--- config.mk ---
export PLATFORM = sky130hd
export DESIGN_NAME = ddr_axi_pattern_tester
export DESIGN_NICKNAME = d
export VERILOG_FILES = /design/src/rtl/ddr_axi_pattern_tester.sv
export SDC_FILE = /design/constraint.sdc
export NUM_CORES = 1
export LEC_CHECK = 0
export BUFFER_PORTS_ARGS = -buffer_cell sky130_fd_sc_hd__clkbuf_2
export CAP_MARGIN = 20
export CORE_MARGIN = 10
export CORE_UTILIZATION = 40
export CTS_CLUSTER_DIAMETER = 40
export DETAILED_ROUTE_END_ITERATION = 16
export RECOVER_POWER = 25
export SKIP_LAST_GASP = 1
export SLEW_MARGIN = 20
export SYNTH_ARGS = -nofsm -noshare
export SYNTH_HDL_FRONTEND = slang
export SYNTH_SLANG_ARGS = --single-unit
--- constraint.sdc ---
create_clock -name ACLK -period 8.2 [get_ports ACLK]
set_input_delay 1.23 -clock ACLK [delete_from_list [all_inputs] [get_ports ACLK]]
set_output_delay 1.23 -clock ACLK [all_outputs]
set_load 0.02 [all_outputs]
--- src/rtl/ddr_axi_pattern_tester.sv ---
`default_nettype none
// ============================================================================
// Module   : ddr_axi_pattern_tester
// Brief    : AXI4 burst master that writes a selectable pattern over a DDR
//            region, reads it back and reports beat mismatches.
// Revision : 1.0 - initial release
// ============================================================================
module ddr_axi_pattern_tester #(
    parameter int          ADDR_W     = 32,
    parameter int          DATA_W     = 64,
    parameter int          BURST_LEN  = 16,
    parameter int          NUM_BURSTS = 64,
    parameter logic [31:0] BASE_ADDR  = 32'h0000_0000,
    parameter int          ERRCNT_W   = 16
) (
    input  logic                ACLK,
    input  logic                ARESETN,
    input  logic                INIT_AXI_TXN,
    input  logic [1:0]          CFG_MODE,
    input  logic [31:0]         CFG_SEED,
    output logic                TXN_DONE,
    output logic                ERROR,
    output logic [ERRCNT_W-1:0] ERR_COUNT,
    output logic [ADDR_W-1:0]   FIRST_ERR_ADDR,
    output logic                BUSY,
    output logic [ADDR_W-1:0]   M_AXI_AWADDR,
    output logic [7:0]          M_AXI_AWLEN,
    output logic [2:0]          M_AXI_AWSIZE,
    output logic [1:0]          M_AXI_AWBURST,
    output logic                M_AXI_AWVALID,
    input  logic                M_AXI_AWREADY,
    output logic [DATA_W-1:0]   M_AXI_WDATA,
    output logic [DATA_W/8-1:0] M_AXI_WSTRB,
    output logic                M_AXI_WLAST,
    output logic                M_AXI_WVALID,
    input  logic                M_AXI_WREADY,
    input  logic [1:0]          M_AXI_BRESP,
    input  logic                M_AXI_BVALID,
    output logic                M_AXI_BREADY,
    output logic [ADDR_W-1:0]   M_AXI_ARADDR,
    output logic [7:0]          M_AXI_ARLEN,
    output logic [2:0]          M_AXI_ARSIZE,
    output logic [1:0]          M_AXI_ARBURST,
    output logic                M_AXI_ARVALID,
    input  logic                M_AXI_ARREADY,
    input  logic [DATA_W-1:0]   M_AXI_RDATA,
    input  logic [1:0]          M_AXI_RRESP,
    input  logic                M_AXI_RLAST,
    input  logic                M_AXI_RVALID,
    output logic                M_AXI_RREADY
);

    localparam int          BYTES       = DATA_W / 8;
    localparam int          BURST_BYTES = BURST_LEN * BYTES;
    localparam int          LANES       = DATA_W / 32;
    localparam logic [31:0] LFSR_MASK   = 32'h8020_0003;

    generate
        if (BURST_BYTES > 4096) begin : g_burst_too_big
            $error("ddr_axi_pattern_tester: burst exceeds 4 KB boundary");
        end
    endgenerate

    typedef enum logic [2:0] {
        S_IDLE    = 3'd0,
        S_WR_ADDR = 3'd1,
        S_WR_DATA = 3'd2,
        S_WR_RESP = 3'd3,
        S_RD_ADDR = 3'd4,
        S_RD_DATA = 3'd5,
        S_DONE    = 3'd6
    } state_t;

    state_t              r_state;
    state_t              w_next;
    logic                r_init_d;
    logic [1:0]          r_mode;
    logic [31:0]         r_seed;
    logic [31:0]         r_k;
    logic [31:0]         r_lfsr;
    logic [31:0]         r_burst;
    logic [31:0]         r_beat;
    logic                r_done;
    logic                r_error;
    logic [ERRCNT_W-1:0] r_err_cnt;
    logic [ADDR_W-1:0]   r_first_addr;

    logic                w_start;
    logic                w_awvalid, w_wvalid, w_bready, w_arvalid, w_rready;
    logic                w_aw_hs, w_w_hs, w_b_hs, w_ar_hs, w_r_hs;
    logic                w_last_beat, w_last_burst;
    logic [ADDR_W-1:0]   w_burst_addr;
    logic [ADDR_W-1:0]   w_beat_addr;
    logic [31:0]         w_lane;
    logic [31:0]         w_lfsr_next;
    logic [31:0]         w_lfsr_init;
    logic [DATA_W-1:0]   w_data;
    logic                w_err_evt;
    logic [ADDR_W-1:0]   w_err_addr;

    assign w_start      = ((r_state == S_IDLE) || (r_state == S_DONE)) && INIT_AXI_TXN && !r_init_d;
    assign w_aw_hs      = w_awvalid && M_AXI_AWREADY;
    assign w_w_hs       = w_wvalid  && M_AXI_WREADY;
    assign w_b_hs       = w_bready  && M_AXI_BVALID;
    assign w_ar_hs      = w_arvalid && M_AXI_ARREADY;
    assign w_r_hs       = w_rready  && M_AXI_RVALID;
    assign w_last_beat  = (r_beat  == 32'(BURST_LEN - 1));
    assign w_last_burst = (r_burst == 32'(NUM_BURSTS - 1));

    // Bursts are contiguous, so the global beat index alone locates any beat.
    assign w_burst_addr = ADDR_W'(BASE_ADDR) + ADDR_W'(r_burst) * ADDR_W'(BURST_BYTES);
    assign w_beat_addr  = ADDR_W'(BASE_ADDR) + ADDR_W'(r_k) * ADDR_W'(BYTES);

    assign w_lfsr_next = r_lfsr[0] ? ((r_lfsr >> 1) ^ LFSR_MASK) : (r_lfsr >> 1);
    assign w_lfsr_init = (r_seed == 32'h0) ? 32'h1 : r_seed;

    always_comb begin
        w_lane = r_seed + r_k;
        case (r_mode)
            2'd1:    w_lane = r_lfsr;
            2'd2:    w_lane = 32'h1 << r_k[4:0];
            2'd3:    w_lane = 32'(w_beat_addr);
            default: w_lane = r_seed + r_k;
        endcase
    end

    assign w_data = {LANES{w_lane}};

    always_comb begin
        w_err_evt  = 1'b0;
        w_err_addr = w_beat_addr;
        if (w_b_hs && (M_AXI_BRESP != 2'b00)) begin
            w_err_evt  = 1'b1;
            w_err_addr = w_burst_addr;
        end
        if (w_r_hs && ((M_AXI_RDATA != w_data) || (M_AXI_RRESP != 2'b00) ||
                       (M_AXI_RLAST != w_last_beat))) begin
            w_err_evt = 1'b1;
        end
    end

    always_ff @(posedge ACLK or negedge ARESETN) begin
        if (!ARESETN) begin
            r_state <= S_IDLE;
        end else begin
            r_state <= w_next;
        end
    end

    always_comb begin
        w_next    = r_state;
        w_awvalid = 1'b0;
        w_wvalid  = 1'b0;
        w_bready  = 1'b0;
        w_arvalid = 1'b0;
        w_rready  = 1'b0;
        case (r_state)
            S_IDLE, S_DONE: begin
                if (w_start) w_next = S_WR_ADDR;
            end
            S_WR_ADDR: begin
                w_awvalid = 1'b1;
                if (M_AXI_AWREADY) w_next = S_WR_DATA;
            end
            S_WR_DATA: begin
                w_wvalid = 1'b1;
                if (M_AXI_WREADY && w_last_beat) w_next = S_WR_RESP;
            end
            S_WR_RESP: begin
                w_bready = 1'b1;
                if (M_AXI_BVALID) w_next = w_last_burst ? S_RD_ADDR : S_WR_ADDR;
            end
            S_RD_ADDR: begin
                w_arvalid = 1'b1;
                if (M_AXI_ARREADY) w_next = S_RD_DATA;
            end
            S_RD_DATA: begin
                w_rready = 1'b1;
                if (M_AXI_RVALID && w_last_beat) w_next = w_last_burst ? S_DONE : S_RD_ADDR;
            end
            default: w_next = S_IDLE;
        endcase
    end

    always_ff @(posedge ACLK or negedge ARESETN) begin
        if (!ARESETN) begin
            r_init_d     <= 1'b0;
            r_mode       <= 2'd0;
            r_seed       <= 32'h0;
            r_k          <= 32'h0;
            r_lfsr       <= 32'h1;
            r_burst      <= 32'h0;
            r_beat       <= 32'h0;
            r_done       <= 1'b0;
            r_error      <= 1'b0;
            r_err_cnt    <= '0;
            r_first_addr <= '0;
        end else begin
            r_init_d <= INIT_AXI_TXN;
            if (w_start) begin
                r_mode       <= CFG_MODE;
                r_seed       <= CFG_SEED;
                r_lfsr       <= (CFG_SEED == 32'h0) ? 32'h1 : CFG_SEED;
                r_k          <= 32'h0;
                r_burst      <= 32'h0;
                r_beat       <= 32'h0;
                r_done       <= 1'b0;
                r_error      <= 1'b0;
                r_err_cnt    <= '0;
                r_first_addr <= '0;
            end
            if (w_w_hs || w_r_hs) begin
                r_k    <= r_k + 32'd1;
                r_lfsr <= w_lfsr_next;
                r_beat <= w_last_beat ? 32'h0 : r_beat + 32'd1;
            end
            // Rewinding here makes the read expectation replay the write stream.
            if (w_b_hs) begin
                if (w_last_burst) begin
                    r_burst <= 32'h0;
                    r_k     <= 32'h0;
                    r_lfsr  <= w_lfsr_init;
                end else begin
                    r_burst <= r_burst + 32'd1;
                end
            end
            if (w_r_hs && w_last_beat) begin
                if (w_last_burst) begin
                    r_burst <= 32'h0;
                    r_done  <= 1'b1;
                end else begin
                    r_burst <= r_burst + 32'd1;
                end
            end
            if (w_err_evt) begin
                r_error <= 1'b1;
                if (r_err_cnt != '1) r_err_cnt <= r_err_cnt + 1'b1;
                if (!r_error) r_first_addr <= w_err_addr;
            end
        end
    end

    assign TXN_DONE       = r_done;
    assign ERROR          = r_error;
    assign ERR_COUNT      = r_err_cnt;
    assign FIRST_ERR_ADDR = r_first_addr;
    assign BUSY           = (r_state != S_IDLE) && (r_state != S_DONE);

    assign M_AXI_AWADDR   = w_burst_addr;
    assign M_AXI_AWLEN    = 8'(BURST_LEN - 1);
    assign M_AXI_AWSIZE   = 3'($clog2(BYTES));
    assign M_AXI_AWBURST  = 2'b01;
    assign M_AXI_AWVALID  = w_awvalid;
    assign M_AXI_WDATA    = w_data;
    assign M_AXI_WSTRB    = '1;
    assign M_AXI_WLAST    = w_last_beat;
    assign M_AXI_WVALID   = w_wvalid;
    assign M_AXI_BREADY   = w_bready;
    assign M_AXI_ARADDR   = w_burst_addr;
    assign M_AXI_ARLEN    = 8'(BURST_LEN - 1);
    assign M_AXI_ARSIZE   = 3'($clog2(BYTES));
    assign M_AXI_ARBURST  = 2'b01;
    assign M_AXI_ARVALID  = w_arvalid;
    assign M_AXI_RREADY   = w_rready;

endmodule
`default_nettype wire

# == Word-level counts from Yosys, hierarchy flattened ==
# Index checks and enable logic that the tools add are counted.
# word_totals
regBits,216
word_cells,113
inputBits,111
# op_classes
muxes,46
n_eq_ne,21
n_addsub,5
shift,1
n_reduce_logical,27
n_bitwise,1
# ops
operator,count
32-bit 2-to-1 mux,21
32-bit by 1-bit adder with 32-bit output (second input constant),3
32-bit case mux with 3 select lines,1
32-bit zero test,2
64-bit != test,1
16-bit 2-to-1 mux,3
32-bit adder,1
32-bit by 4-bit == test with 1-bit output (second input constant),1
32-bit by 6-bit == test with 1-bit output (second input constant),1
1-bit by 5-bit left shift with 32-bit output (first input constant),1
3-bit 2-to-1 mux,7
3-bit case mux with 6 select lines,1
16-bit by 1-bit adder with 16-bit output (second input constant),1
16-bit != test (second input constant),1
1-bit 2-to-1 mux,12
2-bit != test (second input constant),6
1-bit logical AND,11
3-bit == test (second input constant),3
2-bit nonzero test,4
3-bit by 2-bit == test with 1-bit output (second input constant),2
6-bit AND reduction,1
3-bit nonzero test,2
2-bit == test (second input constant),2
1-bit logical OR,4
other kinds (9),9

# == Longest topological paths before layout ==
# Gate-level depths: netlist of the first run.
# logic_depth
ltp_word,8
depth_mapped,17
depth_no_buf,14

# == Worst setup path after synthesis of the first run ==
# Ideal clock, no wire load.
# synth_path
kind,register -> register
start,reg r_k[0]
end,"reg r_err_cnt[11], in the netlist ERR_COUNT[11]"
arrival_ns,4.435
required_time_ns,8.074
synth_period_minus_slack_ns,4.561
setup_time_ns,0.126
path_slack_ns,3.639
path_buffers,2
path_stages_with_launch,16
path_cell_list,dfrtp_1 > ha_1 > fa_1 > a211oi_1 > o31ai_2 > a211oi_2 > o21bai_1 > a311oi_1 > nor2b_1 > nor4_1 > nand4_1 > nor4_2 > a21oi_2 > buf_6 > buf_6 > a221o_1
# synth_via
elab_chain_cells,8
word_cells_on_any_way,9
# synth_rtl
item,line,text
start: declaration,79,logic [31:0] r_k;
start signal: assignment,213,r_k <= r_k + 32'd1;
32-bit adder or 1-bit by 5-bit left shift with 32-bit output (tied branches),"123, 121",
32-bit case mux with 3 select lines *,119,case (r_mode)
via M_AXI_WDATA[16],32,"output logic [DATA_W-1:0] M_AXI_WDATA,"
64-bit != test *,136,if (w_r_hs && ((M_AXI_RDATA != w_data) || (M_AXI_RRESP != 2'b00) ||
1-bit logical OR * (2 in series),136,
1-bit logical AND *,136,
1-bit 2-to-1 mux *,136,
16-bit 2-to-1 mux *,235,if (w_err_evt) begin
end signal: assignment,237,if (r_err_cnt != '1) r_err_cnt <= r_err_cnt + 1'b1;
end: declaration,85,logic [ERRCNT_W-1:0] r_err_cnt;
# The timed path passes the listed nets; every way through them passes the cells marked *.
# A chain may end at the register's enable or synchronous reset.

==> results of run 1 <==
==> worst max path at each step <==
stage	endpoint
after floorplan	ERR_COUNT[11]
after global placement	FIRST_ERR_ADDR[11]
after detailed placement	FIRST_ERR_ADDR[22]
after CTS	FIRST_ERR_ADDR[13]
after global routing	r_seed[27]
final	r_k[3]
==> worst register-to-register path, stage by stage (launching register included) <==
cell	delay [ps]
dfrtp_1	530
ha_1	570
nand4_1	230
nor3_1	350
a21boi_1	500
o21ai_0	170
a311oi_1	690
nand3_1	140
a2111oi_0	680
nand4_1	310
nor4_2	560
and2_1	360
nor3_4	70
buf_4	320
mux2i_1	200
==> report_power, final <==
part	total (W)	internal, W	switching (W)	leakage (nW)
logic	0.00276	0.000902	0.00185	5.19
registers	0.00158	0.00126	0.000327	2.90
clock network	0.00142	0.000882	0.000535	0.547
total	0.00575	0.00304	0.00271	8.64
==> per-layer routing <==
metal / wire [um] / global-route usage, %
met5: 0 / 0
met4: 1330 / 5.97
met3: 4730 / 4.41
met2: 27800 / 36.4
met1: 26100 / 31.5
==> layout by cell type, fill, tap and decap left out, drive strengths merged, types with 18 or more instances in the layout <==
cell / synthesis / final
a21o: 20 / 20
a21oi: 139 / 139
and2: 36 / 36
and3: 51 / 51
clkbuf: 90 / 325
conb: 2 / 48
dfrtp: 215 / 215
ha: 41 / 41
inv: 36 / 41
mux2i: 82 / 82
nand2: 340 / 340
nand2b: 24 / 24
nand3: 74 / 74
nand4: 41 / 41
nor2: 163 / 163
nor3: 47 / 47
nor4: 36 / 36
o211ai: 19 / 19
o21ai: 156 / 156
or3: 18 / 18
xnor2: 18 / 18
==> area by class of cell <==
type	count	area, um2	share of cell area [%]
tap	532	666	3.57
antenna	2	5.00	0.0269
timing repair buffer	298	1540	8.29
inverter	37	139	0.746
clock buffer	44	978	5.25
clock inverter	16	154	0.826
sequential	216	5410	29.0
multi-input combinational	1640	9730	52.2
==> registers in the layout, summed over array words and instances (netlist names) <==
| name | count |
|---|---|
| TXN_DONE | 1 |
| r_k | 32 |
| FIRST_ERR_ADDR | 32 |
| r_burst | 32 |
| ERROR | 1 |
| r_mode | 2 |
| r_state | 3 |
| r_seed | 32 |
| ERR_COUNT | 16 |
| r_beat | 32 |
| r_lfsr | 32 |
| r_init_d | 1 |
==> per-stage QoR <==
stage	setup slack [ps]	total power (W)	area, um2	instances
after CTS	2410	0.00575	18600	2783
after global routing	1170	0.00611	18600	2784
final	2140	0.00575	18600	2785
after detailed placement	2450	0.00431	17500	2723
after floorplan	3640	0.00352	16700	2138
after global placement	2550	0.00428	17500	2723
==> cell families (layout without fill, tap and decap cells) <==
group / count (synthesis) / after routing / share of synthesized area [%]
flip-flops: 216 / 216 / 32.7
adder cells (fa/ha/maj): 42 / 42 / 3.22
AO/OA/AOI/OAI: 519 / 519 / 20.2
AND/OR/NAND/NOR: 903 / 903 / 26.5
multiplexers: 96 / 96 / 5.93
buffers and inverters: 282 / 395 / 9.79
XOR/XNOR: 32 / 32 / 1.69
other: 2 / 50 / 0.0454
==> impl_metrics.env, run 1 <==
export IMPL_run_status="finished, violations left"
export IMPL_cp_buffers_inverters=1
export IMPL_drt_first_iter_violations=1586
export IMPL_crit_path_cell_trace="clkbuf_1"
export IMPL_synthToLayoutAreaGrowth_pct=12.5
export IMPL_fin_worst_skew_ps=23.6
export IMPL_route_final_wire_length_mm=59.9
export IMPL_drv_slew=102
export IMPL_floorplan_initialDensity_pct=40.5
export IMPL_netlist_area_leader_share_pct=32.5
export IMPL_rsz_0062_raised_after_global_routing="no"
export IMPL_synthesis_yosys_warnings=0
export IMPL_synth_top_cells_by_area="dfrtp_1, nand2_1, buf_4"
export IMPL_synth_area_um2=16600
export IMPL_yosys_register_bits=216
export IMPL_hold_violations=0
export IMPL_initial_antenna_violation_count=2
export IMPL_yosys_most_used_dff="dfrtp_1"
export IMPL_reg2reg_start="r_k[9]"
export IMPL_timing_hold_worst_endpoint="r_burst[31]"
export IMPL_critical_path_slowest_stage_cell="clkbuf_1"
export IMPL_period_needed_ps=6060
export IMPL_clockRootBuffer="clkbuf_16"
export IMPL_grt_max_degree=117
export IMPL_grtUsageTotal_pct=23.0
export IMPL_clock_sinks=216
export IMPL_route_antenna_remaining_nets=0
export IMPL_critPathCaptureType="async pin"
export IMPL_ff2ff_setup_slack_ps=2370
export IMPL_crit_path_max_incr_delay_ps=3930
export IMPL_vias=16300
export IMPL_drt_first_pass_iters=6
export IMPL_arrival_ps=5270
export IMPL_detail_route_vias_per_cell=5.86
export IMPL_post_synth_top_count_cell="nand2_1"
export IMPL_grt_first_pass_wirelength_mm=93.4
export IMPL_post_cts_buffers=0
export IMPL_worst_slew_slack_as_a_fraction_of_its_limit_pct=-282
export IMPL_clk_insertion_delay_late_ps=520
export IMPL_critical_path_stages=1
export IMPL_number_of_enable_type_register_cells_in_the_synthesized_netlist=0
export IMPL_num_rows=74
export IMPL_finish_net_count=2380
export IMPL_max_clock_freq_ghz=0.165
export IMPL_post_synth_top_area_cell="dfrtp_1"
export IMPL_report_final_setup_viol=0
export IMPL_synthDistinctLibCells=92
export IMPL_numCtsBuffers=34
export IMPL_min_delay_path_depth=1
export IMPL_setup_worst_path_start="ARESETN"
export IMPL_worst_reg_to_reg_path_cell_count=14
export IMPL_failed_checks="max-capacitance violations, max-slew violations"
export IMPL_drc=0
export IMPL_worstMarginPinSlew_ps=5730
export IMPL_worstReg2RegEnd="FIRST_ERR_ADDR[13]"
export IMPL_globalRoute_totalOverflow=0
export IMPL_hold_path_class="reg2reg"
export IMPL_dieArea_um2=49900
export IMPL_final_core_util_pct=45.5
export IMPL_cts_tree="yes"
export IMPL_dieWidth_um=223
export IMPL_chipHeight_um=223
export IMPL_timing_worst_setup_path_type="in2async"
export IMPL_critical_path_required_ps=7420
export IMPL_ioPinCount=330
export IMPL_layout_drive_gt1_share_pct=18.7
export IMPL_post_cts_resized=0
export IMPL_portBuffers=281
export IMPL_globalplace_congestion=0.972
export IMPL_fin_tns_setup_ps=0
export IMPL_worst_hold_slack_ps=505
export IMPL_core_region_area_um2=40900
export IMPL_synthesis_area_per_instance_um2=7.91
export IMPL_setup_worst_path_start_class="input pin"
export IMPL_cp_top_family="buffers and inverters"
export IMPL_static_leakage_power_nw=8.64
export IMPL_grt_pass1_vias=15900
export IMPL_ir_drop_uv=200
export IMPL_cellPowerDensity_nw_per_um2=309
export IMPL_timing_max_cap_violations=1
export IMPL_min_delay_start="r_burst[31]"
export IMPL_synth_cells_most_frequent="nand2_1, dfrtp_1, nor2_1"
export IMPL_ys_async_sr_fraction_pct=100
export IMPL_cts_clk_slew_worst_paths_ps=50
export IMPL_worst_path_max_fanout=101
export IMPL_fillers=4084
export IMPL_syn_instance_count=2092
export IMPL_cts_stage_hold_buffer_count=0
export IMPL_finalCritPeriodShare_pct=73.9
export IMPL_seq_area_frac_synth_pct=32.7
export IMPL_route_detailed_wl_per_inst_um=21.5
export IMPL_max_clock_path_buffers=3
export IMPL_htreeDepth=2
export IMPL_dp_final_hpwl_mm=45.6
No activity file was read; power rests on OpenSTA's default activity.
==> inputs of run 2 (changes only) <==
--- a/config.mk
+++ b/config.mk
@@ -5,6 +5,7 @@
 export SDC_FILE = /design/constraint.sdc
 export NUM_CORES = 1
 export LEC_CHECK = 0
+export ABC_AREA = 1
 export BUFFER_PORTS_ARGS = -buffer_cell sky130_fd_sc_hd__clkbuf_2
 export CAP_MARGIN = 20
 export CORE_MARGIN = 10
==> constraint.sdc (replaced) <==
create_clock -name ACLK -period 5.6 [get_ports ACLK]
set_input_delay 0.84 -clock ACLK [delete_from_list [all_inputs] [get_ports ACLK]]
set_output_delay 0.84 -clock ACLK [all_outputs]
set_load 0.02 [all_outputs]
==> impl_metrics.env, run 2 <==
export IMPL_min_delay_path_depth=1
export IMPL_portBuffers=281
export IMPL_ir_drop_uv=349
export IMPL_yosys_most_used_dff="dfrtp_1"
export IMPL_reg2reg_start="r_k[21]"
export IMPL_timing_worst_setup_path_type="reg2reg"
export IMPL_setup_worst_path_start_class="register"
export IMPL_route_antenna_remaining_nets=0
export IMPL_report_final_setup_viol=0
export IMPL_critPathCaptureType="register"
export IMPL_max_clock_path_buffers=3
export IMPL_yosys_register_bits=216
export IMPL_arrival_ps=4540
export IMPL_fin_cells=3529
export IMPL_clock_sinks=216
export IMPL_clk_insertion_delay_late_ps=530
export IMPL_post_cts_resized=0
export IMPL_hold_path_class="in2reg"
export IMPL_synth_top_cells_by_area="dfrtp_1, nand2_1, inv_1"
export IMPL_max_clock_freq_ghz=0.242
export IMPL_cts_tree="yes"
export IMPL_synthesis_area_per_instance_um2=6.37
export IMPL_dpl_cell_count=3460
export IMPL_dieArea_um2=52500
export IMPL_finish_net_count=3069
export IMPL_synthesis_yosys_warnings=0
export IMPL_drt_first_iter_violations=1476
export IMPL_detail_route_vias_per_cell=5.19
export IMPL_route_detailed_wl_per_inst_um=17.8
export IMPL_synth_area_um2=17500
export IMPL_timing_max_cap_violations=2
export IMPL_dp_final_hpwl_mm=49.0
export IMPL_synth_cells_most_frequent="nand2_1, inv_1, nand3_1"
export IMPL_fin_tns_setup_ps=0
export IMPL_grt_pass1_vias=17300
export IMPL_fin_worst_skew_ps=19.0
export IMPL_drc=0
export IMPL_vias=18300
export IMPL_ioPinCount=330
export IMPL_layout_drive_gt1_share_pct=13.8
export IMPL_grtUsageTotal_pct=23.0
export IMPL_route_final_wire_length_mm=62.9
export IMPL_run_status="finished, violations left"
export IMPL_globalplace_congestion=1.01
export IMPL_worst_reg_to_reg_path_cell_count=23
export IMPL_synthDistinctLibCells=61
export IMPL_period_needed_ps=4140
export IMPL_numCtsBuffers=39
export IMPL_floorplan_initialDensity_pct=40.5
export IMPL_static_leakage_power_nw=10.6
export IMPL_chipHeight_um=229
export IMPL_timing_hold_worst_endpoint="r_init_d"
export IMPL_failed_checks="max-capacitance violations, max-slew violations"
export IMPL_worst_slew_slack_as_a_fraction_of_its_limit_pct=-92.3
export IMPL_dieWidth_um=229
export IMPL_core_region_area_um2=43200
export IMPL_post_synth_top_count_cell="nand2_1"
export IMPL_worstMarginPinSlew_ps=2880
export IMPL_drt_first_pass_iters=6
export IMPL_critical_path_required_ps=6000
export IMPL_drv_slew=218
export IMPL_cts_clk_slew_worst_paths_ps=60
export IMPL_syn_instance_count=2742
export IMPL_hold_violations=0
export IMPL_post_synth_top_area_cell="dfrtp_1"
export IMPL_min_delay_start="INIT_AXI_TXN"
export IMPL_cts_stage_hold_buffer_count=0
export IMPL_grt_max_degree=116
export IMPL_grt_first_pass_wirelength_mm=97.9
export IMPL_finalCritPeriodShare_pct=73.9
export IMPL_antenna_cells=0
export IMPL_globalRoute_totalOverflow=0
export IMPL_seq_area_frac_synth_pct=30.9
export IMPL_clockRootBuffer="clkbuf_16"
export IMPL_number_of_enable_type_register_cells_in_the_synthesized_netlist=0
export IMPL_design_power_total_w=0.0109
export IMPL_ys_async_sr_fraction_pct=100
export IMPL_rsz_0062_raised_after_global_routing="no"
export IMPL_post_cts_buffers=0
export IMPL_worst_path_max_fanout=27
export IMPL_final_core_util_pct=46.2
export IMPL_layout_common_cells="nand2_1, inv_1, clkbuf_2"
export IMPL_cellPowerDensity_nw_per_um2=546
export IMPL_mostFrequentLayoutCell="nand2_1"
export IMPL_num_rows=76
export IMPL_ff2ff_setup_slack_ps=1460
export IMPL_htreeDepth=2
export IMPL_netlist_area_leader_share_pct=30.8
export IMPL_synthToLayoutAreaGrowth_pct=14.1
export IMPL_worstReg2RegEnd="FIRST_ERR_ADDR[26]"
export IMPL_initial_antenna_violation_count=0
==> run 2: changes by cell type in the layout (fill, tap and decap cells not counted), moves of 23 or more <==
cell      delta
mux2i_1     -82
nor2_1      +49
o21ai_0     +64
nand3_1    +145
a21oi_1     -72
nand2b_1    -23
and3_1      -51
and2_1      -34
inv_1      +376
nand2_1    +469
==> run 2: cell type report <==
class / count / area, um2
Clock buffer: 48 / 1100
Clock inverter: 21 / 240
Fill cell: 4594 / 23200
Inverter: 431 / 1620
Multi-Input combinational cell: 1932 / 9310
Sequential cell: 216 / 5410
Tap cell: 585 / 732
Timing Repair Buffer: 296 / 1530
==> run 2: worst max path at each step <==
| stage | slack, ps | cells after the start | to | from |
|---|---|---|---|---|
| 2_1_floorplan | 2580 | 14 | M_AXI_WDATA[62] | r_k[0] |
| 3_3_place_gp | 1460 | 23 | ERR_COUNT[1] | r_k[17] |
| 3_5_place_dp | 1480 | 23 | FIRST_ERR_ADDR[28] | r_k[21] |
| 4_1_cts | 1460 | 23 | ERR_COUNT[5] | r_k[21] |
| 5_1_grt | 710 | 2 | ERR_COUNT[12] | ARESETN |
| 6_report | 1460 | 23 | FIRST_ERR_ADDR[26] | r_k[21] |
==> run 2: critical path, cell delays in order, from the launching register on <==
cell	delay [ps]
dfrtp_1	460
ha_1	440
nand2_1	130
nor2_1	240
inv_1	90
nor3_1	350
nand2_1	210
nand2_1	110
nand2_1	50
nand3_1	80
nand2_1	100
clkinv_1	100
nand2_1	50
nand2_1	60
nand2_1	50
nor2_1	130
nand3_1	130
nor2_1	100
nand2_1	170
nand2_2	120
nand2_2	280
buf_4	370
nand2_1	90
nand2_1	50
==> run 2: power by group <==
group | internal [W] | switching [W]
combinational | 0.00172 | 0.00399
sequential | 0.00208 | 0.000656
clock | 0.00159 | 0.000851
total | 0.00539 | 0.00549
==> run 2: cells by family after synthesis <==
family | synth area share [%]
and+or+nand+nor | 35.0
buffers and inverters | 16.9
AOI/OAI and AO/OA | 12.4
DFF | 30.9
adders and majority gates | 3.05
xor gates and xnor gates | 1.70
other | 0.0430
==> run 2: per-stage QoR <==
| stage | hold slack [ps] | worst slack [ps] | instance area (um2) |
|---|---|---|---|
| 2_1_floorplan | 489 | 2580 | 17600 |
| 3_3_place_gp | 512 | 1460 | 18600 |
| 3_5_place_dp | 530 | 1480 | 18600 |
| 4_1_cts | 415 | 1460 | 20000 |
| 5_1_grt | 425 | 711 | 19900 |
| 6_report | 432 | 1460 | 19900 |
==> run 2: metal layers <==
| metal | global-route usage [%] | share of wire [%] | vias up |
|---|---|---|---|
| met5 | 0 | 0 | - |
| met4 | 7.66 | 3.1 | 0 |
| met3 | 3.56 | 6.7 | 101 |
| met2 | 36.9 | 45 | 696 |
| met1 | 31.0 | 45 | 8510 |
| li1 | - | - | 9008 |
